**config.mk**
```make
export PLATFORM = sky130hd
export DESIGN_NAME = data_compare4
export DESIGN_NICKNAME = d
export VERILOG_FILES = /design/src/rtl/data_compare4_pkg.sv /design/src/rtl/compare_slice4.sv /design/src/rtl/data_compare4.sv
export SDC_FILE = /design/constraint.sdc
export NUM_CORES = 1
export LEC_CHECK = 0
export ABC_AREA = 0
export CELL_PAD_IN_SITES_DETAIL_PLACEMENT = 2
export CELL_PAD_IN_SITES_GLOBAL_PLACEMENT = 2
export CORE_AREA = 3 3 40 42
export CTS_CLUSTER_SIZE = 28
export DETAILED_ROUTE_END_ITERATION = 12
export DIE_AREA = 0 0 43 45
export DONT_BUFFER_PORTS = 1
export PLACE_DENSITY = 0.59
export SLEW_MARGIN = 20
export SYNTH_ARGS = -nofsm -noshare
export SYNTH_HDL_FRONTEND = slang
export SYNTH_SLANG_ARGS = --single-unit
```
**constraint.sdc**
```tcl
create_clock -name iClk -period 1.2 [get_ports iClk]
set_input_delay 0.24 -clock iClk [delete_from_list [all_inputs] [get_ports iClk]]
set_output_delay 0.24 -clock iClk [all_outputs]
set_load 0.005 [all_outputs]
```
**src/rtl/data_compare4_pkg.sv**
```systemverilog
// rtl/data_compare4_pkg.sv - shared cascade codes and one-hot helper for data_compare4
package data_compare4_pkg;

  localparam logic [2:0] CMP_GT   = 3'b100;
  localparam logic [2:0] CMP_EQ   = 3'b010;
  localparam logic [2:0] CMP_LT   = 3'b001;
  localparam logic [2:0] CMP_NONE = 3'b000;

  // True when the cascade code is exactly one of GT, EQ or LT.
  function automatic logic is_onehot3(input logic [2:0] code);
    return (code == CMP_GT) || (code == CMP_EQ) || (code == CMP_LT);
  endfunction

endpackage

```
**src/rtl/compare_slice4.sv**
```systemverilog
// rtl/compare_slice4.sv - combinational 4-bit magnitude slice with cascade pass-through on ties
module compare_slice4
  import data_compare4_pkg::*;
(
  input  logic [3:0] a,
  input  logic [3:0] b,
  input  logic [2:0] cas_in,
  output logic [2:0] cas_out
);

  // This slice decides on inequality; a tie defers to the less-significant result untouched.
  always_comb begin
    cas_out = cas_in;
    if (a > b) begin
      cas_out = CMP_GT;
    end else if (a < b) begin
      cas_out = CMP_LT;
    end
  end

endmodule

```
**src/rtl/data_compare4.sv**
```systemverilog
// rtl/data_compare4.sv - cascadable registered magnitude comparator; DATA_COMPARE4_CHECK_EN adds oErr
module data_compare4
  import data_compare4_pkg::*;
#(
  parameter int WIDTH = 4
) (
  input  logic             iClk,
  input  logic             iRst,
  input  logic [WIDTH-1:0] iData_a,
  input  logic [WIDTH-1:0] iData_b,
  input  logic [2:0]       iData,
  output logic [2:0]       oData
`ifdef DATA_COMPARE4_CHECK_EN
  ,
  output logic             oErr
`endif
);

  localparam int NUM_SLICES = WIDTH / 4;

  if (((WIDTH % 4) != 0) || (WIDTH < 4)) begin : gWidthCheck
    $error("data_compare4: WIDTH must be a positive multiple of 4");
  end

  // casChain[k] is the cascade code entering slice k; the last entry is the full-width result.
  logic [NUM_SLICES:0][2:0] casChain;

  assign casChain[0] = iData;

  for (genvar k = 0; k < NUM_SLICES; k++) begin : gSlice
    compare_slice4 uSlice (
      .a       (iData_a[4*k +: 4]),
      .b       (iData_b[4*k +: 4]),
      .cas_in  (casChain[k]),
      .cas_out (casChain[k+1])
    );
  end

  // Register the most-significant slice result; reset clears to the "no result" code.
  always_ff @(posedge iClk) begin
    if (iRst) begin
      oData <= CMP_NONE;
    end else begin
      oData <= casChain[NUM_SLICES];
    end
  end

`ifdef DATA_COMPARE4_CHECK_EN
  // Flag a malformed cascade code only when it actually reaches the output, i.e. on a full tie.
  always_ff @(posedge iClk) begin
    if (iRst) begin
      oErr <= 1'b0;
    end else begin
      oErr <= (iData_a == iData_b) && !is_onehot3(iData);
    end
  end
`endif

endmodule

```
==> run metrics <==
most frequent cell after synthesis=inv_1; Yosys reg bits=3; Synth warnings=0; Syn Std Cell Area=226.5 sq um; vias in the first global route=226; Slew @ Worst Pin=approximately 0.24 ns; top cell type by total area after synthesis=dfxtp_1; CP Launch Type=input port; clk root buf=clkbuf_4; Final Hold Violating Endpoints=0; worst-case vdd ir drop=0.0002995 V; width of the die=43 um; routed vias=181; CTS H-Tree Depth=1; DP Worst Slack=-0.03567 ns; CP Capture Type=flop; Syn Area/Cell=roughly 10 sq um; register area share after synthesis=between 20% and 30%; min cycle time layout=0.9850 ns; TritonCTS Buffers=3; clock-pin slew on the worst setup and hold paths=~0.04 ns; Fmax achieved=a little over 1000 MHz; Layout fillers=155; Critical Path Start=iData_b[1]; Seq. cell area=approximately 60 sq um; hold path depth=1; clock tree buffer depth=2; post-route ant nets=0; Post-CTS Hold Buffers=0; DRT Wirelength=about 560 um; CTS tree=yes; final global-route overflow total=0; Antenna diodes=0; Final HPWL DP=just over 500 um; RSZ-0062 raised after global routing=no; routed len/inst=about 13 um; Synth Instances=22; area of all placed cells without fillers=about 280 sq um; # DRC=0; area occupied by multi-input gates=about 140 sq um; Initial Utilization=about 18%; post-synthesis async set-or-reset flop share=0%; nets@finish=45; io pins=16; row cnt=13; critical path class=in2reg; starting DRC count in detailed routing=1; Hold Startpoint=iRst; final setup vio count=0; Top reg by flops=oData; Leakage=between 0.0001 and 0.00015 uW; area of the core=approximately 1300 sq um; Worst Hold Class=in2reg; dpl cells=38; overall routing resource usage=~6.4%; synthesis-to-finish area growth=23.20%; ys flop type=dfxtp_1; largest net degree at the start of global routing=5; Final Max Slew Viols=0; setup ws final=0.2150 ns; syn nets=39; share of the synthesized area in the top cell type=a little over a quarter; drt pass-1 iters=2; Synth top cells by count=inv_1, ha_1, dfxtp_1; Placed Instance Area=between 200 and 300 sq um; CTS Sinks=3; Die Area=about 1900 sq um; number of synthesized flops with an enable pin=0; status=finished, final reports clean; WHS Endpoint=oData[1]$_SDFF_PP0_; largest registers=oData (3); period utilization=approximately 82%; Worst slew margin=83.73%; Area contributors post-synth=dfxtp_1, ha_1, inv_1, a221oi_2, nor2b_4; max reg flops=3; power per standard cell area=approximately 1200 nW/um^2; number of setup buffers added after CTS=0; Cell variety after synth=12; Final Instance Count excl. Fillers=between 40 and 50; WP data arrival=around 1.1 ns; port bufs=0; GPL Wtd Cong=between 0.5 and 0.6; worst-path maximum fanout=3; initial antenna violation count=0; CTS resizes=0; vias per inst=between 4 and 5; Crit path required time=approximately 1.3 ns; share of cells above drive strength 1=40.74%; maxcap violations=0; Die Height=45 um; first-pass GRT wire length=862 um
power breakdown:
part	leakage, uW	switching, uW	internal, uW
combinational	0.0000983	29.0	33.0
clock	0.0000150	51.8	125
sequential	0.0000247	3.04	107
total	0.000138	83.8	265
logic make-up after synthesis:
| group | count (synthesis) | synth area share (%) |
|---|---|---|
| buffers and inverters | 6 | 9.944 |
| AOI/OAI and AO/OA | 5 | 24.86 |
| adders and majority gates | 4 | 22.10 |
| and+or+nand+nor | 4 | 16.58 |
| DFF | 3 | 26.52 |
metal layers:
metal	vias up	global-route usage (%)	part of all wire, %
li1	86	-	-
met1	91	3.828	23
met2	4	14.37	74
met3	0	2.789	3.4
met4	0	3.614	0
met5	-	0	0
worst max path at each step:
stage                     depth (start not counted)             endpoint  slack, ns
after floorplan                                   5  oData[0]$_SDFF_PP0_       0.05
after global placement                            5  oData[0]$_SDFF_PP0_      0.006
after detailed placement                          5  oData[0]$_SDFF_PP0_      -0.04
after CTS                                         5  oData[0]$_SDFF_PP0_       0.21
after global routing                              5  oData[0]$_SDFF_PP0_       0.19
final                                             5  oData[0]$_SDFF_PP0_       0.22
per-stage QoR:
step,utilization [%],power [uW],TNS (ns),hold slack (ns)
floorplan,-,160.4,0,0.3046
global placement,19.67,170.6,0,0.3079
detailed placement,19.67,175.4,-0.03567,0.3104
CTS,21.71,358.5,0,0.06901
global route,21.71,378.3,0,0.05886
finish,21.71,348.8,0,0.07489
worst max-delay path: stages:
cell	delay [ns]
inv_1	0.02
ha_1	0.29
nor2b_4	0.14
o211ai_2	0.12
a32o_2	0.29
cell usage in the layout (no fill, tap or decap):
cell type and count:
nor2b_1 1, ha_1 4, nor2b_4 1, inv_1 6, a21oi_1 1, a221oi_2 1, clkbuf_1 1, o211ai_2 1
and4_4 1, clkbuf_4 3, dfxtp_1 3, a211oi_2 1, buf_4 1, a32o_2 1, nand2_2 1
final cells by class:
type / instances / area share (%)
flip-flops and latches: 3 / 21.52
repair buffers: 1 / 2.691
multi-input cells: 13 / 51.57
well taps: 15 / 6.726
clock buffers: 4 / 9.417
inverters: 6 / 8.072
Power figures use the tool's default switching activity.
